**src/rtl/des_access_sequencer_pkg.sv**
```systemverilog
// des_ctrl_pkg: shared types and constants for the DES access sequencer.
//   des_seq_state_t     - sequencer FSM state encoding
//   DES_LATENCY_DEFAULT - core latency from the chip-select sample edge to valid cipher text
//   DES_BLOCK_W         - DES block width in bits
package des_ctrl_pkg;

  typedef enum logic [1:0] {
    ST_IDLE   = 2'd0,
    ST_LAUNCH = 2'd1,
    ST_WAIT   = 2'd2,
    ST_RESP   = 2'd3
  } des_seq_state_t;

  localparam int DES_LATENCY_DEFAULT = 18;
  localparam int DES_BLOCK_W         = 64;

endpackage

```
**src/rtl/des_access_sequencer_if.sv**
```systemverilog
// des_access_sequencer_if: requester, DES core and response signals of the sequencer.
//   master modport - the sequencer: takes requests and cipher text, drives grant,
//                    core pins and the response.
//   slave modport  - the requesters, core and response consumer around it.
// Signals:
//   REQ, REQ_TEXT, REQ_ADDR                     requester side (REQ_TEXT flat, 64 bits per requester)
//   GNT                                         one-hot grant pulse
//   DES_CS_BAR, DES_ADDRESS, DES_PLAIN_TEXT     core inputs
//   DES_CIPHER_TEXT                             core output
//   RSP_VALID, RSP_READY, RSP_ID, RSP_DATA      result handshake
//   BUSY                                        sequencer not idle
interface des_access_sequencer_if
  import des_ctrl_pkg::*;
#(
  parameter int NREQ = 2,
  parameter int IDW  = $clog2(NREQ)
);

  logic [NREQ-1:0]             REQ;
  logic [DES_BLOCK_W*NREQ-1:0] REQ_TEXT;
  logic [NREQ-1:0]             REQ_ADDR;
  logic [NREQ-1:0]             GNT;
  logic                        DES_CS_BAR;
  logic                        DES_ADDRESS;
  logic [DES_BLOCK_W-1:0]      DES_PLAIN_TEXT;
  logic [DES_BLOCK_W-1:0]      DES_CIPHER_TEXT;
  logic                        RSP_VALID;
  logic                        RSP_READY;
  logic [IDW-1:0]              RSP_ID;
  logic [DES_BLOCK_W-1:0]      RSP_DATA;
  logic                        BUSY;

  modport master (
    input  REQ, REQ_TEXT, REQ_ADDR, DES_CIPHER_TEXT, RSP_READY,
    output GNT, DES_CS_BAR, DES_ADDRESS, DES_PLAIN_TEXT,
           RSP_VALID, RSP_ID, RSP_DATA, BUSY
  );

  modport slave (
    output REQ, REQ_TEXT, REQ_ADDR, DES_CIPHER_TEXT, RSP_READY,
    input  GNT, DES_CS_BAR, DES_ADDRESS, DES_PLAIN_TEXT,
           RSP_VALID, RSP_ID, RSP_DATA, BUSY
  );

endinterface

```
**src/rtl/des_access_sequencer_rr_arbiter.sv**
```systemverilog
// rr_arbiter: combinational round-robin pick.
//   req        - request vector
//   ptr        - highest-priority index this round
//   gnt_onehot - one-hot winner (zero when no request)
//   gnt_id     - winner index
//   any        - at least one request present
// Scans from ptr upward, wrapping at NREQ-1 -> 0, so non power-of-two NREQ
// never selects an out-of-range index.
module rr_arbiter
  import des_ctrl_pkg::*;
#(
  parameter int NREQ = 2,
  parameter int IDW  = $clog2(NREQ)
) (
  input  logic [NREQ-1:0] req,
  input  logic [IDW-1:0]  ptr,
  output logic [NREQ-1:0] gnt_onehot,
  output logic [IDW-1:0]  gnt_id,
  output logic            any
);

  int             idx;
  logic [IDW-1:0] sel;

  always_comb begin
    gnt_onehot = '0;
    gnt_id     = '0;
    any        = 1'b0;
    idx        = 0;
    sel        = '0;
    for (int i = 0; i < NREQ; i++) begin
      idx = int'(ptr) + i;
      if (idx >= NREQ) idx = idx - NREQ;
      sel = idx[IDW-1:0];
      if (!any && req[sel]) begin
        any             = 1'b1;
        gnt_onehot[sel] = 1'b1;
        gnt_id          = sel;
      end
    end
  end

endmodule

```
**src/rtl/des_access_sequencer.sv**
```systemverilog
// des_access_sequencer: shares one DES core among NREQ requesters, round-robin.
// Ports:
//   CLK, RST_N - clock, asynchronous active-low reset
//   bus        - des_access_sequencer_if.master (requests, core pins, response)
// Per grant: latch the winner, pulse GNT and chip select for one cycle, wait
// DES_LATENCY cycles, capture the cipher text and hold it until RSP_READY.
// Every output comes straight from a register.
//
// state     | meaning
// ----------+---------------------------------------------------------------
// ST_IDLE   | arbitrate; on a winner latch text/addr/id and raise GNT + CS
// ST_LAUNCH | GNT and chip select low for this single cycle; clear lat_cnt
// ST_WAIT   | core busy; capture cipher text when lat_cnt hits DES_LATENCY-1
// ST_RESP   | RSP_VALID held until RSP_READY; then advance rr_ptr past id
module des_access_sequencer
  import des_ctrl_pkg::*;
#(
  parameter int NREQ        = 2,
  parameter int DES_LATENCY = DES_LATENCY_DEFAULT,
  parameter int IDW         = $clog2(NREQ)
) (
  input  logic                  CLK,
  input  logic                  RST_N,
  des_access_sequencer_if.master bus
);

  localparam int                CNT_W    = $clog2(DES_LATENCY + 1);
  localparam logic [CNT_W-1:0]  LAT_LAST = CNT_W'(DES_LATENCY - 1);
  localparam logic [IDW-1:0]    ID_LAST  = IDW'(NREQ - 1);

  des_seq_state_t         state;
  logic [CNT_W-1:0]       lat_cnt;
  logic [IDW-1:0]         rr_ptr;
  logic [IDW-1:0]         id_q;
  logic [NREQ-1:0]        gnt_q;
  logic                   cs_bar_q;
  logic                   addr_q;
  logic [DES_BLOCK_W-1:0] pt_q;
  logic                   rsp_valid_q;
  logic [DES_BLOCK_W-1:0] rsp_data_q;
  logic                   busy_q;

  logic [NREQ-1:0]        arb_onehot;
  logic [IDW-1:0]         arb_id;
  logic                   arb_any;
  logic [DES_BLOCK_W-1:0] sel_text;
  logic                   sel_addr;

  rr_arbiter #(
    .NREQ (NREQ),
    .IDW  (IDW)
  ) u_arb (
    .req        (bus.REQ),
    .ptr        (rr_ptr),
    .gnt_onehot (arb_onehot),
    .gnt_id     (arb_id),
    .any        (arb_any)
  );

  // One-hot mux of the winner's plaintext and address bit.
  always_comb begin
    sel_text = '0;
    sel_addr = 1'b0;
    for (int i = 0; i < NREQ; i++) begin
      if (arb_onehot[i]) begin
        sel_text = bus.REQ_TEXT[i*DES_BLOCK_W +: DES_BLOCK_W];
        sel_addr = bus.REQ_ADDR[i];
      end
    end
  end

  always_ff @(posedge CLK or negedge RST_N) begin
    if (!RST_N) begin
      state       <= ST_IDLE;
      lat_cnt     <= '0;
      rr_ptr      <= '0;
      id_q        <= '0;
      gnt_q       <= '0;
      cs_bar_q    <= 1'b1;
      addr_q      <= 1'b0;
      pt_q        <= '0;
      rsp_valid_q <= 1'b0;
      rsp_data_q  <= '0;
      busy_q      <= 1'b0;
    end else begin
      case (state)
        ST_IDLE: begin
          if (arb_any) begin
            id_q     <= arb_id;
            gnt_q    <= arb_onehot;
            cs_bar_q <= 1'b0;
            pt_q     <= sel_text;
            addr_q   <= sel_addr;
            busy_q   <= 1'b1;
            state    <= ST_LAUNCH;
          end
        end
        ST_LAUNCH: begin
          gnt_q    <= '0;
          cs_bar_q <= 1'b1;
          lat_cnt  <= '0;
          state    <= ST_WAIT;
        end
        ST_WAIT: begin
          // Capture edge is DES_LATENCY edges after the core sampled CS low.
          if (lat_cnt == LAT_LAST) begin
            rsp_data_q  <= bus.DES_CIPHER_TEXT;
            rsp_valid_q <= 1'b1;
            state       <= ST_RESP;
          end else begin
            lat_cnt <= lat_cnt + 1'b1;
          end
        end
        ST_RESP: begin
          if (bus.RSP_READY) begin
            rsp_valid_q <= 1'b0;
            busy_q      <= 1'b0;
            rr_ptr      <= (id_q == ID_LAST) ? '0 : id_q + 1'b1;
            state       <= ST_IDLE;
          end
        end
        default: state <= ST_IDLE;
      endcase
    end
  end

  assign bus.GNT            = gnt_q;
  assign bus.DES_CS_BAR     = cs_bar_q;
  assign bus.DES_ADDRESS    = addr_q;
  assign bus.DES_PLAIN_TEXT = pt_q;
  assign bus.RSP_VALID      = rsp_valid_q;
  assign bus.RSP_ID         = id_q;
  assign bus.RSP_DATA       = rsp_data_q;
  assign bus.BUSY           = busy_q;

endmodule

```
**src/flat_wrapper.sv**
```systemverilog
// flat-port wrapper written by rule: the top's interface ports become plain ports
module des_access_sequencer_flat import des_ctrl_pkg::*;
#(
  parameter int NREQ        = 2,
  parameter int DES_LATENCY = DES_LATENCY_DEFAULT,
  parameter int IDW         = $clog2(NREQ)
)
  (CLK, RST_N, bus_REQ, bus_REQ_TEXT, bus_REQ_ADDR, bus_DES_CIPHER_TEXT, bus_RSP_READY, bus_GNT, bus_DES_CS_BAR, bus_DES_ADDRESS, bus_DES_PLAIN_TEXT, bus_RSP_VALID, bus_RSP_ID, bus_RSP_DATA, bus_BUSY);
  des_access_sequencer_if #(.NREQ(NREQ), .IDW(IDW)) bus_i ();
  input  logic CLK;
  input  logic RST_N;
  input wire logic [$bits(bus_i.REQ)-1:0] bus_REQ;
  input wire logic [$bits(bus_i.REQ_TEXT)-1:0] bus_REQ_TEXT;
  input wire logic [$bits(bus_i.REQ_ADDR)-1:0] bus_REQ_ADDR;
  input wire logic [$bits(bus_i.DES_CIPHER_TEXT)-1:0] bus_DES_CIPHER_TEXT;
  input wire logic [$bits(bus_i.RSP_READY)-1:0] bus_RSP_READY;
  output wire logic [$bits(bus_i.GNT)-1:0] bus_GNT;
  output wire logic [$bits(bus_i.DES_CS_BAR)-1:0] bus_DES_CS_BAR;
  output wire logic [$bits(bus_i.DES_ADDRESS)-1:0] bus_DES_ADDRESS;
  output wire logic [$bits(bus_i.DES_PLAIN_TEXT)-1:0] bus_DES_PLAIN_TEXT;
  output wire logic [$bits(bus_i.RSP_VALID)-1:0] bus_RSP_VALID;
  output wire logic [$bits(bus_i.RSP_ID)-1:0] bus_RSP_ID;
  output wire logic [$bits(bus_i.RSP_DATA)-1:0] bus_RSP_DATA;
  output wire logic [$bits(bus_i.BUSY)-1:0] bus_BUSY;
  assign bus_i.REQ = bus_REQ;
  assign bus_i.REQ_TEXT = bus_REQ_TEXT;
  assign bus_i.REQ_ADDR = bus_REQ_ADDR;
  assign bus_i.DES_CIPHER_TEXT = bus_DES_CIPHER_TEXT;
  assign bus_i.RSP_READY = bus_RSP_READY;
  assign bus_GNT = bus_i.GNT;
  assign bus_DES_CS_BAR = bus_i.DES_CS_BAR;
  assign bus_DES_ADDRESS = bus_i.DES_ADDRESS;
  assign bus_DES_PLAIN_TEXT = bus_i.DES_PLAIN_TEXT;
  assign bus_RSP_VALID = bus_i.RSP_VALID;
  assign bus_RSP_ID = bus_i.RSP_ID;
  assign bus_RSP_DATA = bus_i.RSP_DATA;
  assign bus_BUSY = bus_i.BUSY;
  des_access_sequencer #(.NREQ(NREQ), .DES_LATENCY(DES_LATENCY), .IDW(IDW)) u_core (.CLK(CLK), .RST_N(RST_N), .bus(bus_i));
endmodule
```
**config.mk**
```make
export PLATFORM = sky130hd
export DESIGN_NAME = des_access_sequencer_flat
export DESIGN_NICKNAME = d
export VERILOG_FILES = /design/src/rtl/des_access_sequencer_pkg.sv /design/src/rtl/des_access_sequencer_if.sv /design/src/rtl/des_access_sequencer_rr_arbiter.sv /design/src/rtl/des_access_sequencer.sv /design/src/flat_wrapper.sv
export SDC_FILE = /design/constraint.sdc
export NUM_CORES = 1
export LEC_CHECK = 0
export ABC_AREA = 1
export BUFFER_PORTS_ARGS = -buffer_cell sky130_fd_sc_hd__buf_2
export CORE_AREA = 2 2 129 131
export DETAILED_ROUTE_END_ITERATION = 8
export DIE_AREA = 0 0 131 133
export PLACE_DENSITY = 0.72
export RECOVER_POWER = 100
export SLEW_MARGIN = 20
export SYNTH_ARGS = -nofsm -noshare
export SYNTH_HDL_FRONTEND = slang
export SYNTH_SLANG_ARGS = --single-unit
export TNS_END_PERCENT = 30
```
**constraint.sdc**
```tcl
create_clock -name CLK -period 2.15 [get_ports CLK]
set_clock_uncertainty 0.2 [all_clocks]
set_input_delay 0.1075 -clock CLK [delete_from_list [all_inputs] [get_ports CLK]]
set_output_delay 0.1075 -clock CLK [all_outputs]
set_load 0.02 [all_outputs]
```
[After elaboration in Yosys (flattened, before gate mapping)]
Cells that the tools add are included.
Cells by class
  add/subtract/negate cells: 5
  reductions and logical operators: 17
  equality and inequality tests: 8
  multiplexer cells: 36
  $lt $le $gt $ge: 6
  bitwise operators: 1
Operators with widths (count)
  $mux 64: 2
  $mux 1: 19
  $mux 2: 6
  $pmux 5 s2: 1
  $reduce_and 2->1: 5
  $reduce_and 3->1: 3
  $pmux 2 s4: 1
  $reduce_bool 2->1: 4
  $pmux 1 s2: 3
  $add 5x1->5 const B: 1
  $eq 5x5->1 const B: 1
  $mux 5: 1
  $eq 2x2->1 const B: 2
  $lt 1x2->1 const B: 2
  $ne 2x1->1 const B: 2
  $ne 2x2->1 const B: 2
  $pmux 2 s2: 1
  $logic_and 1x1->1: 3
  $add 1x1->2 const B: 1
  $demux 1 s1: 2
  $eq 2x1->1 const B: 1
  $ge 1x1->1 const B: 2
  $ge 1x2->1 const B: 1
  $ge 2x2->1 const B: 1
  5 further kinds: 6
Word-level totals
  input port bits: 199
  output and inout bits: 135
  logic and storage cells: 84
  register bits: 143

[Logic depth before layout (Yosys ltp)]
  word-level depth: 11
  gate-level depth with buffers: 10
  mapped depth without buffers: 9

[Modules after synthesis]
From an unflattened synthesis, not the netlist that was laid out.
Second synthesis, totals
  cell total of the unflattened synthesis: 738
  area total of the unflattened synthesis: 6284.8 µm²
By module, submodules not included
  des_access_sequencer: sequential area each 3579.7 µm², instances 1, area an instance 6254.7 µm², cells each 731
  rr_arbiter: sequential area each 0.0 µm², instances 1, area an instance 30.0 µm², cells each 7

[Worst setup path after synthesis]
OpenSTA, ideal clock, no wires.
  path type: flip-flop to flip-flop
  start point: reg u_core.state[0]
  end point: reg u_core.pt_q[44] (netlist: u_core.bus.DES_PLAIN_TEXT[44])
  buffers on the path: 2
  stages on the path, launching flop included: 8
  data required time: 1833 ps
  slack: 571 ps
  arrival time: 1262 ps
  cell sequence: dfrtp_1 inv_1 ha_1 o21ai_2 buf_4 buf_2 nand2_1 nand2_1
Between the ends
  word-level cells in the longest chain between the ends: 2
Ends and longest elaborated chain
  from (decl): line des_access_sequencer.sv:31  | des_seq_state_t state;
  from (signal assigned): line des_access_sequencer.sv:74  | state <= ST_IDLE;
  from (signal assigned): line des_access_sequencer.sv:95  | state <= ST_LAUNCH;
  from (signal assigned): line des_access_sequencer.sv:102  | state <= ST_WAIT;
  $logic_not 2->1: line des_access_sequencer.sv:86  | case (state)
  $reduce_and 2->1 (no source line)
  to (signal assigned): line des_access_sequencer.sv:92  | pt_q <= sel_text;
  to (decl): line des_access_sequencer.sv:38  | logic [DES_BLOCK_W-1:0] pt_q;
No other way between the ends.
A chain may end at the register's enable or synchronous reset.

[Final worst setup path]
  start point: reg u_core.rr_ptr
  end point: reg u_core.pt_q[4] (netlist: u_core.bus.DES_PLAIN_TEXT[4])
Between the ends
  word-level cells in the longest chain between the ends: 11
Ends and longest elaborated chain
  from (decl): line des_access_sequencer.sv:33  | logic [IDW-1:0] rr_ptr;
  from (signal assigned): line des_access_sequencer.sv:118  | rr_ptr <= (id_q == ID_LAST) ? '0 : id_q + 1'b1;
  $add 1x1->2, or another cell as far along: line des_access_sequencer_rr_arbiter.sv:32  | idx = int'(ptr) + i;
  $ge 2x2->1, or another cell as far along: line des_access_sequencer_rr_arbiter.sv:33  | if (idx >= NREQ) idx = idx - NREQ;
  $mux 1, or another cell as far along: line des_access_sequencer_rr_arbiter.sv:33
  $lt 1x2->1 (implied by the code), or another cell as far along: line des_access_sequencer_rr_arbiter.sv:37  | gnt_onehot[sel] = 1'b1;
  $logic_and 1x1->1 (implied by the code) or $mux 1 (tied branches): line des_access_sequencer_rr_arbiter.sv:37
  $mux 1 (implied by the code) or $demux 1 s1 (tied branches): line des_access_sequencer_rr_arbiter.sv:37
  $demux 1 s1 or $mux 2 (tied branches): line des_access_sequencer_rr_arbiter.sv:37, des_access_sequencer_rr_arbiter.sv:35
  $or 2x2->2 (no source line)
  $mux 2: line des_access_sequencer_rr_arbiter.sv:35  | if (!any && req[sel]) begin
  $mux 64 (2 in series): line des_access_sequencer.sv:65  | if (arb_onehot[i]) begin
Several ways; a longest one is shown, not always the timed one. The select of a mux whose other input is x is not followed.

==> impl_results.md <==
- First-pass GRT wire length: between 30000 and 40000 um
- Row cnt: 47
- Die H: ~130 um
- Mapped Cells: 826
- Yosys reg bits: roughly 140
- Multi-input gate area: ~0.0025 mm^2
- Critical path peak fanout: 27
- Total Wirelength: 24900 um
- Post-route ant nets: 0
- Crit path launch: u_core.rr_ptr
- Clock buffer depth: 2
- Final Hold Slack: between 0.02 and 0.025 ns
- Slew Limit Fails: 0
- Worst Path Arrival: between 2 and 2.5 ns
- Ys Warns: 0
- Reg-to-reg slack, setup: between 0.06 and 0.07 ns
- Min-delay worst type: in -> reg
- Clock slew at reported path FFs: around 0.070 ns
- Die area: approximately 0.017 mm^2
- Sequential fraction of the synthesis area: 55.7%
- Initial Utilization: roughly 40%
- Synthesized cell area: roughly 0.0064 mm^2
- FILL cells: ~1200
- GP Congestion: about 0.74
- Vias in the first global route: 7765
- Detailed Place HPWL: 13700 um
- Hold Crit Endpoint: u_core.bus.DES_PLAIN_TEXT[54]
- Port Buffers: ~330
- Pin count of the biggest net entering global routing: 66
- CTS tree: done
- Status: complete, no violations
- Type of the worst setup path: reg -> reg
- Ys async rst share: between 90% and 100%
- Crit start category: register
- Vias post-DR: between 7000 and 8000
- Synth Flop Type: dfrtp_1
- LEAKAGE: around 5.6 nW
- Initial antenna violation count: 1
- Root Buffer Master: clkbuf_16
- Hold depth: 6
- DRC Markers: 0
- Tightest Pin Transition: 1.24 ns
- R2R Path End: u_core.bus.DES_PLAIN_TEXT[4]
- Layout Area Growth over Synthesis: 68.4%
- CTS Sinks: approximately 140
- Min Clock Period, post-route: between 2 and 2.5 ns
- Total global routing overflow: 0
- Final Hold Viols: 0
- Per-cell routed wire length: roughly 16 um
- Core Box Area: ~0.016 mm^2
- Max-Cap Viols: 0
- Fmax: around 480 MHz
- DR vias/cell: slightly below 5
- CTS H-tree depth: 4
- Crit end category: register
- WP data required: 2.31 ns
- Fin crit share: 96.8%
- Share of layout cells above drive strength 1: between 10% and 20%
- Rel. slew slack: between 10% and 20%
- Worst reg-to-reg path cell count: 9
- # IOs: approximately 330
- Final Setup Violations: 0
- Library cells used by synthesis: 26
- Die width: 131 um
- Maximum vdd ir drop: around 0.68 mV
- Worst R2R Start: u_core.rr_ptr
- Cts bufs inserted: 17
- Initial DRC Count: 496
- GRT Total Usage: between 20% and 30%
- Avg Cell Area, Syn: approximately 8 um^2
- Dpl cell area: around 0.0083 mm^2
- Syn Nets: ~1000
- Nets@finish: approximately 1600
- Drt pass-1 iters: 7
- Clock Latency Late Sink: between 0.4 and 0.5 ns
- Power Density: approximately 1000 mW/mm^2
- EDFF count, synth: 0
- Setup TNS: 0 ns
- Min-Delay Startpoint: bus_REQ[0]
- Storage cell area: 0.00358 mm^2
- Final instance area: roughly 0.011 mm^2
-- worst max-delay path by stage --
| stage | to | slack, ns | cells past startpoint |
|---|---|---|---|
| detailed placement | u_core.bus.DES_ADDRESS | 0.24 | 7 |
| global placement | u_core.bus.DES_PLAIN_TEXT[42] | 0.14 | 6 |
| global route | u_core.bus.DES_PLAIN_TEXT[4] | -0.01 | 9 |
| CTS | u_core.bus.DES_PLAIN_TEXT[17] | 0.02 | 8 |
| floorplan | u_core.bus.DES_PLAIN_TEXT[44] | 0.57 | 7 |
| finish | u_core.bus.DES_PLAIN_TEXT[4] | 0.07 | 9 |
-- where the power goes --
group | internal (mW) | switching, mW | total (mW)
registers | 3.32 | 0.418 | 3.74
clock network | 1.92 | 1.23 | 3.14
logic | 1.46 | 2.53 | 3.99
-- synth_stat cells (2+ instances only) --
cell type  instances  area [um^2]
inv_2              5         18.8
buf_6              9          101
nor2_2             2         12.5
or2_2              2         12.5
nand4_1            3         18.8
buf_2             14         70.1
o21ai_0            9         45.0
dfrtp_1          142         3550
ha_1               7         87.6
nand2_1          578         2170
clkbuf_1           3         11.3
inv_1             12         45.0
nand3_1           15         75.1
a31oi_1            2         12.5
buf_4             12         90.1
-- layer usage --
layer  up-vias  GRT usage, %  routed length (um)
met4         0          14.5                1060
met2       493          45.9               12200
met3        91          7.84                2470
li1       3563             -                   -
met1      3580          31.2                9210
met5         -             0                   0
-- timing repair --
item	CTS	global route
resized for setup	0	2
hold buffers	198	0
endpoints found under the hold margin	279	0
setup endpoints to repair	0	34
buffers inserted	0	4
-- worst max-delay path, cell delays in order (launching register included) --
cell and delay, ns:
dfrtp_1 0.42, nand2_1 0.08, nand2_1 0.07, inv_2 0.12, buf_12 0.21, nand2_1 0.10
nand2_1 0.11, dlygate4sd3_1 0.59, nand2_1 0.06, nand2_1 0.06
-- layout by cell type, fill, tap and decap left out, types with 7 or more instances in the layout --
cell type      count
clkbuf_16         18
clkbuf_1         136
ha_1               7
dlygate4sd3_1    198
buf_12             7
inv_1             15
nand3_1           16
dfrtp_1          142
o21ai_0            9
buf_2            197
nand2_1          577
-- sequential cells by signal, summed over array words and instances, names as in the netlist --
signal and count:
u_core.bus.DES_CS_BAR 1, u_core.state 2, u_core.bus.RSP_DATA 64, u_core.bus.BUSY 1
u_core.bus.DES_PLAIN_TEXT 64, u_core.rr_ptr 1, u_core.bus.DES_ADDRESS 1, u_core.lat_cnt 5
u_core.bus.GNT 2, u_core.bus.RSP_ID 1, u_core.bus.RSP_VALID 1
-- logic make-up (layout without fill, tap and decap cells) --
group | after synthesis | count (layout) | synth area share, %
simple gates | 604 | 604 | 36.1
flops | 143 | 143 | 55.7
buf+inv | 55 | 599 | 5.24
compound gates | 15 | 15 | 1.30
fa+ha+maj | 7 | 7 | 1.36
xor+xnor | 2 | 2 | 0.273
other cells | 0 | 1 | 0
-- layout make-up --
cell class	count	share of cell area, %
Timing Repair Buffer	550	34.8
Sequential cell	143	33.1
Tap cell	220	2.54
Inverter	17	0.589
Antenna cell	1	0.0231
Multi-Input combinational cell	628	23.2
Clock inverter	13	1.63
Clock buffer	19	4.18
-- stage by stage --
step / power, mW / worst slack [ns] / util [%] / instances
after floorplan: 5.89 / 0.571 / - / 826
after global placement: 7.20 / 0.139 / 51.3 / 1353
after detailed placement: 7.31 / 0.244 / 51.6 / 1355
after CTS: 10.9 / 0.0191 / 67.7 / 1585
after global routing: 11.5 / -0.0133 / 66.9 / 1591
final: 10.9 / 0.0684 / 66.9 / 1591
Power figures use the tool's default switching activity.
